$ cat src/rtl/mod_counter.sv
// Parametrised modulo up/down counter with clear, load, wrap/saturate modes,
// terminal-count flag and a saturating count of wrap events.
module mod_counter #(
  parameter int unsigned WIDTH      = 4,
  parameter int unsigned MAX        = 15,
  parameter int unsigned WRAP_CNT_W = 8
) (
  input  logic                  clock,
  input  logic                  reset,
  input  logic                  io_en,
  input  logic                  io_up,
  input  logic                  io_clear,
  input  logic                  io_load,
  input  logic [WIDTH-1:0]      io_load_value,
  input  logic                  io_sat_mode,
  output logic [WIDTH-1:0]      io_count,
  output logic                  io_tc,
  output logic                  io_wrap,
  output logic [WRAP_CNT_W-1:0] io_wrap_count
);

  // One extra bit so MAX = 2^WIDTH-1 compares and increments without aliasing.
  localparam int unsigned          AW      = WIDTH + 1;
  localparam logic [AW-1:0]        MAX_EXT = AW'(MAX);
  localparam logic [WRAP_CNT_W-1:0] WC_MAX = '1;

  generate
    if (WIDTH < 1 || WIDTH > 32) begin : g_bad_width
      $error("mod_counter: WIDTH must be in 1..32");
    end
    if (MAX < 1 || 64'(MAX) > ((64'(1) << WIDTH) - 64'(1))) begin : g_bad_max
      $error("mod_counter: MAX must be in 1..2^WIDTH-1");
    end
    if (WRAP_CNT_W < 1) begin : g_bad_wcw
      $error("mod_counter: WRAP_CNT_W must be at least 1");
    end
  endgenerate

  logic [AW-1:0]         count_ext;
  logic [AW-1:0]         load_ext;
  logic [WIDTH-1:0]      count_d;
  logic                  wrap_d;
  logic [WRAP_CNT_W-1:0] wrap_count_d;

  assign count_ext = {1'b0, io_count};
  assign load_ext  = {1'b0, io_load_value};

  // Terminal count follows the current direction with no register in between.
  assign io_tc = io_up ? (count_ext == MAX_EXT) : (io_count == '0);

  // Next-state: clear > load > count step; wrap is a per-edge event.
  always_comb begin
    count_d      = io_count;
    wrap_d       = 1'b0;
    wrap_count_d = io_wrap_count;
    if (io_clear) begin
      count_d      = '0;
      wrap_count_d = '0;
    end else if (io_load) begin
      count_d = (load_ext > MAX_EXT) ? WIDTH'(MAX_EXT) : io_load_value;
    end else if (io_en) begin
      if (io_up) begin
        if (count_ext < MAX_EXT) begin
          count_d = WIDTH'(count_ext + AW'(1));
        end else if (!io_sat_mode) begin
          count_d = '0;
          wrap_d  = 1'b1;
        end
      end else begin
        if (count_ext != '0) begin
          count_d = WIDTH'(count_ext - AW'(1));
        end else if (!io_sat_mode) begin
          count_d = WIDTH'(MAX_EXT);
          wrap_d  = 1'b1;
        end
      end
      if (wrap_d && (io_wrap_count != WC_MAX)) begin
        wrap_count_d = io_wrap_count + WRAP_CNT_W'(1);
      end
    end
  end

  always_ff @(posedge clock or negedge reset) begin
    if (!reset) begin
      io_count      <= '0;
      io_wrap       <= 1'b0;
      io_wrap_count <= '0;
    end else begin
      io_count      <= count_d;
      io_wrap       <= wrap_d;
      io_wrap_count <= wrap_count_d;
    end
  end

endmodule
$ cat config.mk
export PLATFORM = sky130hd
export DESIGN_NAME = mod_counter
export DESIGN_NICKNAME = d
export VERILOG_FILES = /design/src/rtl/mod_counter.sv
export SDC_FILE = /design/constraint.sdc
export NUM_CORES = 1
export LEC_CHECK = 0
export BUFFER_PORTS_ARGS = -buffer_cell sky130_fd_sc_hd__buf_2
export CAP_MARGIN = 20
export CORE_ASPECT_RATIO = 1.5
export CORE_MARGIN = 2
export CORE_UTILIZATION = 43
export CTS_BUF_LIST = sky130_fd_sc_hd__clkbuf_8
export DETAILED_ROUTE_END_ITERATION = 16
export GPL_ROUTABILITY_DRIVEN = 0
export GPL_TIMING_DRIVEN = 0
export MAX_ROUTING_LAYER = met4
export PLACE_DENSITY_LB_ADDON = 0.25
export SLEW_MARGIN = 0
export SYNTH_ARGS = -nofsm -noshare
export SYNTH_HDL_FRONTEND = slang
export SYNTH_SLANG_ARGS = --single-unit
export TNS_END_PERCENT = 30
$ cat constraint.sdc
create_clock -name clock -period 2.54 [get_ports clock]
set_input_delay 0.127 -clock clock [delete_from_list [all_inputs] [get_ports clock]]
set_output_delay 0.127 -clock clock [all_outputs]
set_load 0.03 [all_outputs]
Yosys cells after proc, flatten, opt, wreduce, memory -nomap -nowiden
Index checks and enable logic that the tools add are counted.
Word-level totals
  register bits after elaboration: 13
  latch bits: 0
  memory bits (writable): 0
  bits in read-only memories: 0
  bits of input ports: 11
  logic and storage cells: 45
  memories kept: 0
Cells by class
  $add $sub $neg: 3
  $mul: 0
  div/mod/pow operators: 0
  $lt $le $gt $ge: 2
  eq/ne operators: 5
  shift-type cells: 0
  mux-type cells: 24
  bitwise gates (word level): 0
  reduce and logical (&&, ||, !) cells: 8
Operators by type and width (count)
  4-bit 2-to-1 mux: 9
  8-bit 2-to-1 mux: 4
  1-bit 2-to-1 mux: 11
  5-bit by 4-bit inequality test with 1-bit output (second input constant): 2
  8-bit by 1-bit adder with 8-bit output (second input constant): 1
  8-bit inequality test (second input constant): 1
  3-bit AND reduction: 2
  5-bit nonzero test: 1
  4-bit by 1-bit adder with 4-bit output (second input constant): 1
  4-bit equality test (second input constant): 1
  4-bit greater-than comparator (second input constant): 1
  4-bit logical NOT: 1
  4-bit less-than comparator (second input constant): 1
  2-bit nonzero test: 2
  4-bit by 1-bit subtractor with 4-bit output (second input constant): 1
  3-bit nonzero test: 1
  2-bit inequality test (second input constant): 1
  1-bit logical AND: 1

Longest topological paths before layout
  depth after elaboration: 11
  mapped depth: 7
  mapped depth without buffers: 6

Worst setup path after synthesis
Ideal clock, no wire load.
  path type: register to register
  from: reg io_count[0]
  to: reg io_wrap_count[5]
  data arrival time: 2167 ps
  required time: 2462 ps
  setup slack: 295 ps
  stages on the path, launching flop included: 7
  clock period less this slack: 2245 ps
  cells stage by stage: dfrtp_1 > inv_1 > ha_1 > or4b_4 > a21o_1 > or4_1 > a21oi_1
On the way
  word-level cells in the longest chain between the ends: 9
  elaborated cells on any way between the ends: 11
  those cells by class: 1 x order compare; 6 x mux; 4 x reduce/logical
Ends and longest elaborated chain
  start: declaration: line 16  | output logic [WIDTH-1:0] io_count,
  start signal: assignment: line 89  | io_count <= count_d;
  4-bit less-than comparator or 5-bit nonzero test (tied branches): line 63, 70
  1-bit 2-to-1 mux (on tied branches): line 63, 70
  1-bit 2-to-1 mux *: line 62  | if (io_up) begin
  1-bit 2-to-1 mux *: line 61  | end else if (io_en) begin
  1-bit 2-to-1 mux *: line 59  | end else if (io_load) begin
  1-bit 2-to-1 mux *: line 56  | if (io_clear) begin
  1-bit logical AND *: line 77  | if (wrap_d && (io_wrap_count != WC_MAX)) begin
  2-bit nonzero test (no line) *
  3-bit AND reduction (no line) *
  end signal: assignment: line 91  | io_wrap_count <= wrap_count_d;
  end: declaration: line 19  | output logic [WRAP_CNT_W-1:0] io_wrap_count
Mark *: on every way between the ends. The rest lies on a longest branch, timed or not. The select of a mux whose other input is x is not followed.
A chain may end at the register's enable or synchronous reset.

Final worst setup path
Ends and elaborated chain as after synthesis.

==> results.py <==
metrics = {
    "sta": {
        "setup_viol": 0,
        "layout_min_cycle_time_ns": 2.34,
        "grt_setup_unrepaired": "false",
        "relSlewSlack_pct": 69.3,
        "tightest_slew_ns": 0.461,
        "hold_viol_final": 0,
        "fmax_ghz": 0.428,
        "final.period_utilization_pct": 92.0,
        "drv_slew": 0,
        "whs_ns": 0.270,
        "finClkSkew_ns": 0.00353,
        "setup_tns_ns": 0,
    },
    "floorplan": {
        "row_count": 20,
        "io_pins": 25,
        "die_height_um": 60.4,
        "initial_utilization_pct": 45.0,
        "dieArea_mm2": 0.00251,
        "coreArea_mm2": 0.00203,
        "die_w_um": 41.6,
    },
    "power_and_ir_drop": {
        "pwr_density_cell_mw_per_mm2": 483,
        "p_leak_nw": 0.505,
        "vdd_drop_max_mv": 0.318,
    },
    "global_route": {
        "grt_pass1_wl_um": 3520,
        "grt_pass1_vias": 857,
        "use_met3_pct": 2.68,
        "grt_max_degree": 14,
        "use_met2_pct": 32.6,
        "grt.total_usage_pct": 18.7,
        "use_met1_pct": 19.7,
        "overflow": 0,
        "busiest_layer": "met2",
        "antenna_found_initial": 0,
    },
    "worst_hold_path": {
        "min_path_type": "in -> reg",
        "worstHoldStart": "io_load_value[0]",
    },
    "detailed_routing": {
        "vias": 904,
        "vias_per_cell": 6.03,
        "wl_um": 2080,
        "firstDrtPassIters": 4,
        "ant_nets": 0,
        "drt_iter0_markers": 15,
        "drc": 0,
        "detail_route.wl_per_cell_um": 13.9,
    },
    "placement": {
        "dp.final_hpwl_um": 1570,
        "port_buffers": 22,
    },
    "final_layout": {
        "antenna_cells": 0,
        "fillers": 190,
        "multi_input_comb_area_um2": 514,
        "nets": 143,
        "area_growth_pct": 21.3,
        "drive_above_1_share_pct": 28.1,
        "final_util_pct": 54.6,
        "mostFrequentLayoutCell": "buf_2",
        "seq_area_um2": 325,
        "layout_common_cells": "buf_2, dfrtp_1, a21oi_1",
    },
    "clocking": {
        "clk_pin_slew_worst_paths_ns": 0.05,
        "cts_buffer_depth": 2,
        "cts_made_buffers": 3,
        "post_cts_buffers": 0,
        "cts_tree": "done",
        "cts-root-buf": "clkbuf_8",
        "clock_latency_ns": 0.25,
        "cts_sinks": 13,
        "ctsResizeCount": 0,
        "htreeDepth": 1,
    },
    "logic_synthesis": {
        "ys_warn_count": 0,
        "syn_nets": 115,
        "synth_edf_count": 0,
        "async_flop_share_pct": 100,
        "netlist_area_um2": 912,
        "ys.flop_type": "dfrtp_1",
        "synth-seq-cells": 13,
        "synthCells": 101,
        "syn_area_per_cell_um2": 9.03,
        "ys_seq_area_share_pct": 35.7,
        "ys_types": 41,
    },
    "worst_setup_path": {
        "path_max_fanout": 10,
        "crit_path_end_kind": "register",
        "start_kind": "register",
        "critPathLaunch": "io_count[0]",
        "arrival_ns": 2.45,
        "setup.worst_path.class": "reg -> reg",
        "r2r_start": "io_count[0]",
        "required_ns": 2.65,
    },
    "job": {
        "drv_cap": 0,
    },
    "status": {
        "status": "complete, no violations",
    },
}
cell type report:
class	instances	share of cell area, %
multi-input combinational	73	46.5
inverter	9	3.05
tap	22	2.49
clock inverter	1	0.452
sequential	13	29.4
timing repair buffer	23	10.9
clock buffer	3	3.73
buffer	6	3.51
per-layer routing:
layer,wire [µm],share of wire (%)
met5,0,0
met4,38,1.8
met3,94,4.5
met2,1080,52
met1,867,42
critical path: stages (launching register included):
cell	delay, ns
dfrtp_1	0.46
inv_1	0.11
ha_1	0.21
or4b_4	0.51
a21o_1	0.27
buf_6	0.17
o41ai_1	0.36
a21oi_1	0.11
report_power, final:
group	switching (mW)	total, mW	internal [mW]
Clock	0.0760	0.185	0.108
Combinational	0.0696	0.123	0.0533
Sequential	0.0116	0.226	0.215
Total	0.157	0.534	0.377
timing repair:
action,4_1_cts,5_1_grt
hold buffers,1,0
endpoints found under the setup margin,0,0
hold endpoints to repair,13,0
path summary, 6_finish.rpt:
kind / endpoint / slack, ns / cells after the start
worst max-delay path: io_wrap_count[5] / 0.20 / 7
worst min-delay path: io_count[0] / 0.27 / 4
worst max register to register: io_wrap_count[5] / 0.20 / 7
worst min register to register: io_wrap_count[5] / 0.58 / 2
max in group asynchronous: io_wrap_count[7] / 2.00 / 2
min in group asynchronous: io_wrap_count[5] / 0.30 / 2
cells in the mapped netlist (2+ instances only):
cell / n / area (µm²)
a21o_1: 2 / 15.0
a21oi_1: 11 / 55.1
nor2_1: 6 / 22.5
buf_6: 2 / 22.5
mux2_1: 2 / 22.5
a31oi_1: 2 / 12.5
clkbuf_1: 3 / 11.3
o41ai_1: 2 / 17.5
nand3_1: 4 / 20.0
ha_1: 3 / 37.5
o21ai_0: 3 / 15.0
inv_1: 9 / 33.8
nand2_1: 5 / 18.8
dfrtp_1: 13 / 325
nand4_1: 2 / 12.5
o31ai_1: 3 / 22.5
or4_1: 5 / 37.5
logic make-up after synthesis:
family / synth area share, %
AOI/OAI and AO/OA: 26.5
and+or+nand+nor: 21.1
buffers and inverters: 7.96
DFF: 35.7
muxes: 3.70
adders and majority gates: 4.12
xor gates and xnor gates: 0.960
state kept, by name, indices dropped and copies added (netlist names):
register	count
io_wrap_count	8
io_count	4
io_wrap	1
per-stage QoR:
step / cells / worst slack, ns / total power, mW / cell area (µm²)
final: 150 / 0.203 / 0.534 / 1110
after global routing: 150 / 0.0823 / 0.565 / 1110
after CTS: 150 / 0.199 / 0.540 / 1110
after detailed placement: 145 / 0.215 / 0.352 / 1050
after global placement: 145 / 0.282 / 0.349 / 1050
after floorplan: 101 / 0.295 / 0.317 / 912
Note: power is estimated with default switching activity, not from simulation.
